### src/rtl/debug_dump_controller.sv
`default_nettype none
// ============================================================================
//  Module      : debug_dump_controller
//  Description : On a rising-edge debug request, reads DEPTH consecutive
//                source words (register file or data memory), pads each word
//                with zeros at the LSB end, and streams it MSB-first as
//                NB_LATCH-bit frames over a valid/ready handshake.
//  Revision    : 1.0 - initial parametrised multi-word dump controller
// ============================================================================
module debug_dump_controller #(
    parameter int         NB_LATCH      = 32,
    parameter int         NB_INPUT_SIZE = 32,
    parameter int         NB_ADDR       = 5,
    parameter int         DEPTH         = 32,
    parameter int         RD_LATENCY    = 1,
    parameter logic [5:0] CONTROLLER_ID = 6'b100000
) (
    input  logic                     i_clock,
    input  logic                     i_reset,
    input  logic [5:0]               i_request_select,
    input  logic [NB_INPUT_SIZE-1:0] i_data_from_mips,
    input  logic                     i_frame_ready,
    output logic [NB_ADDR-1:0]       o_addr,
    output logic [NB_LATCH-1:0]      o_frame_to_interface,
    output logic                     o_frame_valid,
    output logic                     o_busy,
    output logic                     o_done
);

    // Frames per word, padded word width and number of zero pad bits.
    localparam int c_F      = (NB_INPUT_SIZE + NB_LATCH - 1) / NB_LATCH;
    localparam int c_WORD_W = c_F * NB_LATCH;
    localparam int c_PAD    = c_WORD_W - NB_INPUT_SIZE;
    localparam int c_CNT_W  = (RD_LATENCY > 1) ? $clog2(RD_LATENCY) : 1;
    localparam int c_IDX_W  = (c_F > 1) ? $clog2(c_F) : 1;

    localparam logic [1:0] c_ST_IDLE = 2'd0;
    localparam logic [1:0] c_ST_READ = 2'd1;
    localparam logic [1:0] c_ST_SEND = 2'd2;
    localparam logic [1:0] c_ST_DONE = 2'd3;

    logic [1:0]          r_state;
    logic [1:0]          w_next_state;
    logic                r_match;
    // Cleared by reset; keeps the first post-reset cycle from seeing a held
    // request as a fresh edge, since r_match has not yet sampled it.
    logic                r_primed;
    logic [NB_ADDR-1:0]  r_addr;
    logic [c_CNT_W-1:0]  r_cnt;
    logic [c_IDX_W-1:0]  r_idx;
    logic [c_WORD_W-1:0] r_word;

    logic                w_match;
    logic                w_start;
    logic                w_lat_done;
    logic                w_xfer;
    logic                w_last_frame;
    logic                w_last_addr;
    logic [c_WORD_W-1:0] w_padded;

    assign w_match      = (i_request_select == CONTROLLER_ID);
    assign w_start      = w_match & ~r_match & r_primed;
    assign w_lat_done   = (r_cnt == c_CNT_W'(RD_LATENCY - 1));
    assign w_xfer       = (r_state == c_ST_SEND) & i_frame_ready;
    assign w_last_frame = (r_idx == c_IDX_W'(c_F - 1));
    assign w_last_addr  = (r_addr == NB_ADDR'(DEPTH - 1));
    // Source word left-justified in the frame grid, zeros below it.
    assign w_padded     = c_WORD_W'(i_data_from_mips) << c_PAD;

    // State register and request-edge history.
    always_ff @(posedge i_clock) begin
        if (!i_reset) begin
            r_state  <= c_ST_IDLE;
            r_match  <= 1'b0;
            r_primed <= 1'b0;
        end else begin
            r_state  <= w_next_state;
            r_match  <= w_match;
            r_primed <= 1'b1;
        end
    end

    // Next-state decode and state-derived outputs.
    always_comb begin
        w_next_state  = r_state;
        o_busy        = 1'b0;
        o_frame_valid = 1'b0;
        o_done        = 1'b0;
        case (r_state)
            c_ST_IDLE: begin
                if (w_start) w_next_state = c_ST_READ;
            end
            c_ST_READ: begin
                o_busy = 1'b1;
                if (!w_match)        w_next_state = c_ST_IDLE;
                else if (w_lat_done) w_next_state = c_ST_SEND;
            end
            c_ST_SEND: begin
                o_busy        = 1'b1;
                o_frame_valid = 1'b1;
                if (!w_match)
                    w_next_state = c_ST_IDLE;
                else if (w_xfer && w_last_frame)
                    w_next_state = w_last_addr ? c_ST_DONE : c_ST_READ;
            end
            c_ST_DONE: begin
                o_done       = 1'b1;
                w_next_state = c_ST_IDLE;
            end
            default: w_next_state = c_ST_IDLE;
        endcase
    end

    // Address walk, latency count and word/frame shifting.
    always_ff @(posedge i_clock) begin
        if (!i_reset) begin
            r_addr <= '0;
            r_cnt  <= '0;
            r_idx  <= '0;
            r_word <= '0;
        end else begin
            case (r_state)
                c_ST_IDLE: begin
                    if (w_start) begin
                        r_addr <= '0;
                        r_cnt  <= '0;
                    end
                end
                c_ST_READ: begin
                    r_cnt <= r_cnt + 1'b1;
                    if (w_lat_done) begin
                        r_word <= w_padded;
                        r_idx  <= '0;
                    end
                end
                c_ST_SEND: begin
                    if (w_xfer) begin
                        if (!w_last_frame) begin
                            // Next frame moves into the top slice.
                            r_idx  <= r_idx + 1'b1;
                            r_word <= r_word << NB_LATCH;
                        end else if (!w_last_addr) begin
                            r_addr <= r_addr + 1'b1;
                            r_cnt  <= '0;
                        end
                    end
                end
                default: ;
            endcase
        end
    end

    assign o_addr               = r_addr;
    assign o_frame_to_interface = r_word[c_WORD_W-1 -: NB_LATCH];

endmodule
`default_nettype wire

### config.mk
export PLATFORM = sky130hd
export DESIGN_NAME = debug_dump_controller
export DESIGN_NICKNAME = d
export VERILOG_FILES = /design/src/rtl/debug_dump_controller.sv
export SDC_FILE = /design/constraint.sdc
export NUM_CORES = 1
export LEC_CHECK = 0
export CELL_PAD_IN_SITES_DETAIL_PLACEMENT = 0
export CELL_PAD_IN_SITES_GLOBAL_PLACEMENT = 1
export CORE_UTILIZATION = 30
export CTS_CLUSTER_SIZE = 10
export DETAILED_ROUTE_END_ITERATION = 16
export PLACE_DENSITY = 0.77
export SKIP_LAST_GASP = 1
export SYNTH_ARGS = -nofsm -noshare
export SYNTH_HDL_FRONTEND = slang
export SYNTH_SLANG_ARGS = --single-unit
### constraint.sdc
create_clock -name i_clock -period 2.8 [get_ports i_clock]
set_clock_uncertainty 0.1 [all_clocks]
set_input_delay 0.84 -clock i_clock [delete_from_list [all_inputs] [get_ports i_clock]]
set_output_delay 0.84 -clock i_clock [all_outputs]
set_load 0.02 [all_outputs]
==> flow_summary.yaml <==
run_status:
  status: "complete, no violations"
global_routing:
  grt_pass1_wl_um: 7130
  grt_overflow: 0
  grt_antenna_before_repair: 0
  grt_usage_pct: 14.3
  grt_max_degree: 46
  grt_pass1_vias: 1546
clocking:
  path_clk_slew_ps: 80
  clockBufferDepth: 2
  cts_buffers: 5
  cts_hold_buf: 0
  cts_tree: "done"
  clk_latency_ps: 280
  clockRootBuffer: "clkbuf_8"
  cts_resized: 0
  cts_sinks: 42
  post_cts_buffers: 0
  h-tree-depth: 2
logic_synthesis:
  syn_nets: 264
  syn_area_per_cell_um2: 8.63
  synthCells: 215
  netlist_area_mm2: 0.00186
  ys_types: 31
  synth_most_common_cell: "dfxtp_1"
  yosysWarningCount: 0
  synth.yosys.seq_area_share_pct: 45.3
  netlist_top_cells_area: "dfxtp_1, nand2b_1, nand3_1"
  yosysTopAreaCell: "dfxtp_1"
  ys_top_cells_by_count: "dfxtp_1, nand2b_1, nand3_1"
  synth_edf_count: 0
  async_flop_share_pct: 0
  yosysTopAreaCellShare_pct: 45.3
  ys_seq_elements: 42
  ys.flop_type: "dfxtp_1"
worst_setup_path:
  max_stage_delay_ps: 550
  critPathBufInv: 2
  r2r-end: "o_addr[3]$_SDFFE_PN0P_"
  crit_type: "primary input to flip-flop"
  cp_top_family: "compound AO/OA/AOI/OAI gates"
  cp_slowest_cell: "or4_4"
  endpoint_kind: "flip-flop"
  critPathRequiredTime_ps: 2920
  startpoint_type: "primary input"
  r2r-start: "o_addr[0]$_SDFFE_PN0P_"
  path_max_fanout: 6
  cp-startpoint: "i_request_select[1]"
  reg2reg_depth: 7
  r2r_slack_ps: 610
  arrival_ps: 2830
  cp_cell_sequence: "clkdlybuf4s50_1 > or4_4 > o41a_1 > buf_4 > a21oi_1 > mux2i_1"
floorplan:
  core_area_mm2: 0.00596
  start_util_pct: 31.2
  ioPinCount: 81
  die_w_um: 80.6
  dieArea_mm2: 0.00650
  die_height_um: 80.6
  rows: 28
worst_hold_path:
  hold_class: "flip-flop to flip-flop"
  min_from: "o_frame_to_interface[13]$_SDFFE_PN0P_"
  min_to: "o_frame_to_interface[13]$_SDFFE_PN0P_"
  hold_depth: 2
timing:
  slew_violations: 0
  min_period_ps: 2710
  max_clock_freq_mhz: 369
  setup_viol: 0
  final_hold_viol_count: 0
  timing.final.crit_share_pct: 96.7
  holdWs_ps: 367
  rsz0062_at_grt: "no"
  worst_pin_slew_ps: 374
  slew-limit-headroom_pct: 75.1
power:
  powerDensity_mw_per_mm2: 532
  leakage_nw: 0.975
  ir_drop_uv: 241
placed_design:
  dpl.hpwl_um: 3130
  dpl_cell_area_mm2: 0.00278
  portBuffers: 80
  gp_congestion: 0.740
finish:
  final_net_count: 345
  areaGrowthSynthToFinish_pct: 54.5
  drive_above_1_share_pct: 7.41
  design_area_mm2: 0.00287
  num_antenna_cells: 0
route:
  drt_iter0_drc: 39
  antenna_left: 0
  vias: 1777
  post_drt_wl_per_cell_um: 12.3
  wl_um: 4570
  drtPass1Iterations: 4
  via_per_inst: 4.78
  drc: 0
job:
  maxCapViolCount: 0
-- worst max path at each step --
stage,slack [ps],endpoint,depth (start not counted)
2_1_floorplan,210,o_addr[1]$_SDFFE_PN0P_,5
3_3_place_gp,-190,o_addr[4]$_SDFFE_PN0P_,5
3_5_place_dp,-210,o_addr[4]$_SDFFE_PN0P_,5
4_1_cts,100,r_state[0]$_SDFFE_PN0P_,6
5_1_grt,2,r_state[1]$_SDFFE_PN0P_,5
6_report,90,r_state[0]$_SDFFE_PN0P_,6
-- stage by stage --
step	setup TNS [ps]	instances	total power [mW]	setup slack [ps]	utilization, %
after floorplan	0	215	0.941	213	-
after global placement	-1340	364	1.15	-195	46.6
after detailed placement	-1440	364	1.15	-205	46.6
after CTS	0	372	1.55	103	48.1
after global routing	0	372	1.62	2.38	48.1
final	0	372	1.52	92.4	48.1
-- sequential cells by signal (all words and copies together) (netlist names) --
signal,cells
r_match,1
r_primed,1
o_frame_to_interface,32
o_addr,5
r_cnt,1
r_state,2
-- layer usage --
layer / wire, µm / track usage (%) / up-vias
met2: 2030 / 22.9 / 53
met1: 2160 / 18.0 / 812
li1: - / - / 908
met3: 317 / 4.32 / 4
met4: 59 / 5.36 / 0
met5: 0 / 0 / -
-- worst min-delay path, stage by stage (launching register included) --
cell	delay, ps
dfxtp_1	310
nand2b_1	60
a21oi_1	50
-- layout make-up --
type | count | area [µm²]
Multi-Input combinational cell | 149 | 918
Tap cell | 75 | 93.8
Inverter | 7 | 26.3
Fill cell | 597 | 3090
Clock buffer | 7 | 86.3
Sequential cell | 42 | 841
Clock inverter | 1 | 5.00
Timing Repair Buffer | 91 | 896
-- placed cells by master, fill, tap and decap left out --
cell	instances
clkbuf_8	6
a21oi_1	34
nor4b_1	1
a211o_1	1
o32ai_1	1
o22a_2	1
nor2b_1	1
o211ai_1	1
and3_2	1
a31oi_1	1
ha_1	8
buf_12	1
o41a_1	1
nor2_1	3
dfxtp_1	42
o221ai_1	1
clkdlybuf4s50_1	80
clkinv_2	1
clkbuf_1	1
o21ai_0	3
nand2_1	6
nand3b_1	1
a211oi_1	1
or4_1	2
or4_4	1
and3_1	1
a32o_1	2
inv_1	5
mux2i_1	2
nand2b_1	35
buf_4	10
clkinv_1	2
a2bb2oi_1	1
or4b_2	1
nor3_1	3
nand3_1	35
-- power by group --
part,switching [mW],internal (mW)
Combinational,0.210,0.243
Clock,0.193,0.199
Sequential,0.0296,0.650
-- cell families after synthesis --
kind of cell / after synthesis / share of synthesized area (%)
AOI/OAI and AO/OA: 48 / 15.2
adders and majority gates: 8 / 5.39
buffers and inverters: 24 / 5.26
DFF: 42 / 45.3
muxes: 2 / 1.08
and+or+nand+nor: 91 / 27.7
No activity file was read; power rests on OpenSTA's default activity.
